$ cat config.mk
export PLATFORM = sky130hd
export DESIGN_NAME = booth_mul_arbiter
export DESIGN_NICKNAME = d
export VERILOG_FILES = /design/src/rtl/booth_mul_arbiter.sv
export SDC_FILE = /design/constraint.sdc
export NUM_CORES = 1
export LEC_CHECK = 0
export ABC_AREA = 1
export BUFFER_PORTS_ARGS = -buffer_cell sky130_fd_sc_hd__buf_4
export CAP_MARGIN = 30
export CORE_ASPECT_RATIO = 1.4
export CORE_MARGIN = 4
export CORE_UTILIZATION = 55
export DETAILED_ROUTE_END_ITERATION = 6
export GPL_TIMING_DRIVEN = 0
export PLACE_DENSITY = 0.81
export SLEW_MARGIN = 20
export SYNTH_ARGS = -nofsm -noshare
export SYNTH_HDL_FRONTEND = slang
export SYNTH_SLANG_ARGS = --single-unit
$ cat constraint.sdc
create_clock -name clk -period 3.8 [get_ports clk]
set_input_delay 0 -clock clk [delete_from_list [all_inputs] [get_ports clk]]
set_output_delay 0 -clock clk [all_outputs]
set_load 0.05 [all_outputs]
$ cat src/rtl/booth_mul_arbiter.sv
// Round-robin two-client front end and radix-2 Booth sequencer (one step per clock).
// Optional build macro BOOTH_ZERO_SKIP_EN: a zero operand bypasses iteration and completes at once.
module booth_mul_arbiter #(
   parameter int unsigned WIDTH = 16
) (
   input  logic               clk,
   input  logic               rst_n,
   input  logic [1:0]         req,
   input  logic [WIDTH-1:0]   x0,
   input  logic [WIDTH-1:0]   y0,
   input  logic [WIDTH-1:0]   x1,
   input  logic [WIDTH-1:0]   y1,
   output logic [1:0]         gnt,
   output logic               busy,
   output logic               done,
   output logic               done_id,
   output logic [2*WIDTH-1:0] z,
   input  logic               ack
);

   localparam int unsigned CW = (WIDTH > 1) ? $clog2(WIDTH) : 1;

   typedef enum logic [1:0] {S_IDLE, S_ITER, S_DONE} state_t;

   state_t             state_q;
   logic               ptr_q;
   logic [WIDTH-1:0]   x_q, y_q;
   logic [2*WIDTH-1:0] acc_q;
   logic               e_q;
   logic [CW-1:0]      cnt_q;
   logic               done_id_q, busy_q, done_q;

   logic               hs, hs_id;
   logic [WIDTH-1:0]   sel_x, sel_y;
   logic [WIDTH:0]     upper_ext, y_ext, sum_d;
   logic [2*WIDTH-1:0] acc_d;

   always_comb begin
      gnt = '0;
      if (rst_n && state_q == S_IDLE) begin
         unique case (req)
            2'b01:   gnt = 2'b01;
            2'b10:   gnt = 2'b10;
            2'b11:   gnt = ptr_q ? 2'b10 : 2'b01;
            default: gnt = '0;
         endcase
      end
   end

   assign hs    = |gnt;
   assign hs_id = gnt[1];
   assign sel_x = hs_id ? x1 : x0;
   assign sel_y = hs_id ? y1 : y0;

   // Upper half widened by one bit so subtracting the most negative Y cannot overflow;
   // the widened sum then shifts straight down into the 2*WIDTH accumulator.
   always_comb begin
      upper_ext = {acc_q[2*WIDTH-1], acc_q[2*WIDTH-1:WIDTH]};
      y_ext     = {y_q[WIDTH-1], y_q};
      unique case ({x_q[cnt_q], e_q})
         2'b01:   sum_d = upper_ext + y_ext;
         2'b10:   sum_d = upper_ext - y_ext;
         default: sum_d = upper_ext;
      endcase
      acc_d = {sum_d, acc_q[WIDTH-1:1]};
   end

   always_ff @(posedge clk) begin
      if (!rst_n) begin
         state_q   <= S_IDLE;
         ptr_q     <= 1'b0;
         x_q       <= '0;
         y_q       <= '0;
         acc_q     <= '0;
         e_q       <= 1'b0;
         cnt_q     <= '0;
         done_id_q <= 1'b0;
         busy_q    <= 1'b0;
         done_q    <= 1'b0;
      end else begin
         unique case (state_q)
            S_IDLE: begin
               if (hs) begin
                  x_q       <= sel_x;
                  y_q       <= sel_y;
                  done_id_q <= hs_id;
                  acc_q     <= '0;
                  e_q       <= 1'b0;
                  cnt_q     <= '0;
                  ptr_q     <= ~hs_id;
                  busy_q    <= 1'b1;
`ifdef BOOTH_ZERO_SKIP_EN
                  if (sel_x == '0 || sel_y == '0) begin
                     state_q <= S_DONE;
                     done_q  <= 1'b1;
                  end else begin
                     state_q <= S_ITER;
                  end
`else
                  state_q   <= S_ITER;
`endif
               end
            end
            S_ITER: begin
               acc_q <= acc_d;
               e_q   <= x_q[cnt_q];
               cnt_q <= cnt_q + CW'(1);
               if (cnt_q == CW'(WIDTH - 1)) begin
                  state_q <= S_DONE;
                  done_q  <= 1'b1;
               end
            end
            S_DONE: begin
               if (ack) begin
                  state_q <= S_IDLE;
                  done_q  <= 1'b0;
                  busy_q  <= 1'b0;
               end
            end
            default: state_q <= S_IDLE;
         endcase
      end
   end

   assign busy    = busy_q;
   assign done    = done_q;
   assign done_id = done_id_q;
   assign z       = acc_q;

endmodule

# Word-level counts from Yosys, hierarchy flattened
# Index checks and enable logic that the tools add are counted.
dict set report classes {
  add_sub_neg 3
  magnitude_cmp 1
  eq_ne 12
  n_mux 23
  bitwise 1
  n_reduce_logical 12
}
# cell n
set ops {}
lappend ops {{$pmux W32 S2} 1}
lappend ops {{$pmux W17 S2} 1}
lappend ops {{$mux W16} 2}
lappend ops {{$mux W32} 1}
lappend ops {{$add A16 B16 Y17} 1}
lappend ops {{$sub A16 B16 Y17} 1}
lappend ops {{$pmux W2 S3} 2}
lappend ops {{$reduce_and A3 Y1} 4}
lappend ops {{$mux W2} 5}
lappend ops {{$eq A2 B2 Y1 const B} 4}
lappend ops {{$pmux W4 S2} 1}
lappend ops {{$eq A2 B1 Y1 const B} 3}
lappend ops {{$ne A2 B2 Y1 const B} 3}
lappend ops {{$pmux W1 S2} 3}
lappend ops {{$reduce_bool A2 Y1} 3}
lappend ops {{$lt A4 B5 Y1 const B} 1}
lappend ops {{$mux W1} 5}
lappend ops {{$add A4 B1 Y4 const B} 1}
lappend ops {{$bmux W1 S4} 1}
lappend ops {{$eq A4 B4 Y1 const B} 1}
lappend ops {{$mux W4} 1}
lappend ops {{$reduce_and A2 Y1} 2}
lappend ops {{$ne A3 B1 Y1 const B} 1}
lappend ops {{$logic_not A2 Y1} 1}
lappend ops {{other kinds (3)} 3}
dict set report word_totals {
  register_bits 75
  in_bits 69
  out_inout_bits 37
  word_cells 63
}

# Longest topological paths before layout
dict set report depth {
  depth_word 6
  mapped_depth 26
  mapped_depth_nobuf 26
}

# Worst setup path after synthesis
# Ideal clock, no wire load.
dict set report synth_path {
  kind {register to register}
  start {reg cnt_q[0]}
  end {reg acc_q[31] (netlist: z[31])}
  arrival_time_ns 2.953
  required_ns 3.668
  slack_ns 0.715
  stages_incl_launch_ff 21
  period_less_slack_ns 3.085
  path_cell_list {dfxtp_1 -> clkbuf_1 -> o21ai_0 -> o211ai_1 -> nand3_1 -> nand2_1 -> ha_1 -> clkbuf_1 -> o21ai_0 -> nor2_1 -> nand2_1 -> xor2_1 -> inv_1 -> ha_1 -> nand2_1 -> nor3_1 -> nand2_1 -> nand2_1 -> nand3_1 -> nand3_1 -> a21oi_1}
}
dict set report synth_between {
  elab_chain_len 5
}
# item line
set synth_rtl {}
lappend synth_rtl {{start: declaration} 30} ;# logic [CW-1:0] cnt_q;
lappend synth_rtl {{start signal: assignment} 107} ;# cnt_q <= cnt_q + CW'(1);
lappend synth_rtl {{$bmux W1 S4 *} 60} ;# unique case ({x_q[cnt_q], e_q})
lappend synth_rtl {{$mux W1 (not written as such) *} 60}
lappend synth_rtl {{$eq A2 B2 Y1 / $eq A2 B1 Y1 (equally long branches)} 60}
lappend synth_rtl {{$pmux W17 S2 / $ne A3 B1 Y1 (equally long branches)} --}
lappend synth_rtl {{$pmux W32 S2 / $reduce_and A3 Y1 (equally long branches)} --}
lappend synth_rtl {{end signal: assignment} 74} ;# acc_q <= '0;
lappend synth_rtl {{end signal: assignment} 87} ;# acc_q <= '0;
lappend synth_rtl {{end signal: assignment} 105} ;# acc_q <= acc_d;
lappend synth_rtl {{end: declaration} 28} ;# logic [2*WIDTH-1:0] acc_q;
# Every way passes the cells marked *; elsewhere a longest branch is shown, timed or not. The select of a mux whose other input is x is not followed.
# A chain may end at the register's enable or synchronous reset.

# Worst setup path after layout
# Same ends and word-level chain as after synthesis.

==> results.yml <==
run_status:
  run_status: "finished clean"
yosys:
  muxShareOfSynthArea_pct: 0
  synth-xor-area-share_pct: 3.85
  synth.area.top_cells: "dfxtp_1 33%, nand2_1 19%, a21oi_1 7.1%"
  post-synth-top-count-cell: "nand2_1"
  ys_ff_latch: 75
  synth_compound_area_share_pct: 16.4
  ys_types: 36
  async_flop_share_pct: 0
  synth_edf_count: 0
  synth_top_family_by_area: "simple AND/OR/NAND/NOR gates"
  syn-cell-area_um2: 4550
  synthTopCellsByCount: "232 x nand2_1, 80 x nor2_1, 75 x dfxtp_1"
  syn_inst: 716
  synthAdderAreaFrac_pct: 5.66
  seq_area_frac_synth_pct: 33.0
  yosys_warnings: 0
  synth-simple-area-share_pct: 31.6
  synth.avg_cell_area_um2: 6.36
  synth_top_area_share_pct: 33.0
  synth_ff_type: "dfxtp_1"
  synth_nets: 805
  synth_top_area_cell: "dfxtp_1"
setup_path:
  arrival_ns: 3.74
  worst-r2r-cell-count: 22
  critPathLaunchType: "flip-flop"
  cp_max_fo: 10
  worst-setup-path-type: "flip-flop to flip-flop"
  worstPathRequired_ns: 4.08
  end_kind: "flip-flop"
cts:
  post_cts_buffers: 0
  clock-root-buffer: "clkbuf_16"
  cts_tree: "yes"
  cts_max_path_buffers: 2
  insertion_delay_ns: 0.35
  clk_pin_slew_ns: 0.06
  cts_buffers: 9
  clock-sinks: 75
  htree_num_levels: 3
routing:
  drt_iter0_markers: 291
  routedWlPerCell_um: 15.1
  dr.pass1.iters: 5
  drt_wl_total_um: 14900
  vias: 5386
  viasPerCell: 5.46
  ant_nets: 0
  drc: 0
timing:
  finalCriticalPeriod_ns: 3.46
  hold_viol: 0
  tns_ns: 0
  slew_violations: 0
  post-route-period-util_pct: 91.0
  clock_skew_ns: 0.00800
  fmax_ghz: 0.289
  rsz0062_at_grt: "no"
  worst_pin_slew_ns: 0.750
  slew_headroom_pct: 50.0
  setup_violations: 0
global_route:
  grt_pass1_wl_um: 23800
  use_met2_pct: 58.1
  grt_use_total_pct: 30.3
  top_usage_layer: "met2"
  grt_pass1_vias: 5410
  use_met3_pct: 6.76
  antenna_found_initial: 0
  grt_util_met1_pct: 29.0
  grt_max_degree: 15
  grt_overflow: 0
power:
  power_density_nw_per_um2: 523
  ir_drop_mv: 0.408
  p_leak_nw: 2.91
placed_design:
  hpwlAfterDp_um: 10600
  place_congestion: 0.930
  port_buffers: 105
  dpl.cell_count: 923
die:
  start_util_pct: 56.2
  core_um2: 8100
  top_level_ports: 106
  core.rowCount: 39
  die_y_um: 116
  die_area_um2: 9820
  die_w_um: 84.9
final_layout:
  area.growth.synth_to_final_pct: 37.5
  multi_input_area_um2: 2630
  nFillCells: 615
  fin_cells: 986
  drive_gt1_share_pct: 17.3
  antenna_cells: 0
  seqCellArea_um2: 1500
  final_nets: 968
min_path:
  min_path_cells: 3
  min_path_type: "input port to flip-flop"
run:
  cap_violations: 0
-- timing repair --
item | in CTS | in global routing
endpoints found under the hold margin | 34 | 0
gates resized for setup | 2 | 9
endpoints found under the setup margin | 4 | 7
pin swaps | 0 | 1
hold buffers | 47 | 0
-- final timing paths --
| path | startpoint | end | slack [ns] |
|---|---|---|---|
| max | cnt_q[0] | z[31] | 0.34 |
| min | x1[12] | x_q[12] | 0.005 |
| max reg2reg | cnt_q[0] | z[31] | 0.34 |
| min reg2reg | z[0] | z[0] | 0.46 |
-- cells in the final DEF, fill, tap and decap left out, types with 10 or more instances in the layout --
cell type        n
nand2_1        232
nor2_1          79
inv_1           73
nand3_1         30
dfxtp_1         75
buf_4          109
a31oi_1         22
o21ai_0         37
a21oi_1         65
dlygate4sd3_1   47
clkbuf_1        10
ha_1            19
xor2_1          14
-- per-layer routing --
layer  up-vias  share of wire, %
li1       2631                 -
met1      2483                36
met2       210                54
met3        62               5.3
met4         0               4.7
met5         -                 0
-- critical path: stages, from the launching register on --
cell	delay (ns)
dfxtp_1	0.41
clkbuf_4	0.23
o21ai_0	0.12
o211ai_1	0.19
nand3_1	0.10
nand2_1	0.12
ha_1	0.17
inv_1	0.15
o21ai_2	0.14
o21ai_2	0.11
nor2_2	0.18
nand2_1	0.08
xor2_1	0.13
inv_1	0.05
ha_1	0.37
nand2_1	0.14
nor3_1	0.21
nand2_1	0.07
nand2_1	0.11
inv_1	0.06
nand2_1	0.06
nand3_1	0.06
a21oi_1	0.12
-- layout make-up --
class                   instances  area share, %
flip-flops and latches         75           24.0
clock buffers                   9           3.60
clock inverters                 7           1.26
plain buffers                  28           2.32
well taps                     102           2.04
multi-input cells             535           42.0
inverters                      78           4.72
repair buffers                152           20.1
-- state kept, by name (all words and copies together), names as in the netlist --
| name | cells |
|---|---|
| z | 32 |
| x_q | 16 |
| y_q | 16 |
| cnt_q | 4 |
| state_q | 2 |
| busy | 1 |
| done | 1 |
| done_id | 1 |
| e_q | 1 |
| ptr_q | 1 |
-- kinds of logic after synthesis --
group                    after synthesis
AO/OA/AOI/OAI                        138
XOR/XNOR                              20
adder cells (fa/ha/maj)               20
buffers and inverters                106
flip-flops                            75
AND/OR/NAND/NOR                      357
-- report_power, final --
part | switching, mW | internal [mW]
registers | 0.0639 | 0.854
logic | 0.946 | 0.533
clock network | 0.366 | 0.513
total | 1.38 | 1.90
-- stage by stage --
stage                     instance area [um2]  power [mW]  utilization, %  setup slack [ns]  hold WS (ns)
final                                    6260        3.27            77.3             0.341       0.00514
after global routing                     6260        3.48            77.3            0.0115        0.0192
after CTS                                6250        3.23            77.1            0.0780       0.00181
after detailed placement                 5470        2.32            67.5            0.0120         0.263
after global placement                   5470        2.28            67.5             0.114         0.258
after floorplan                          4550        1.94               -             0.715        0.0976
Power figures use the tool's default switching activity.
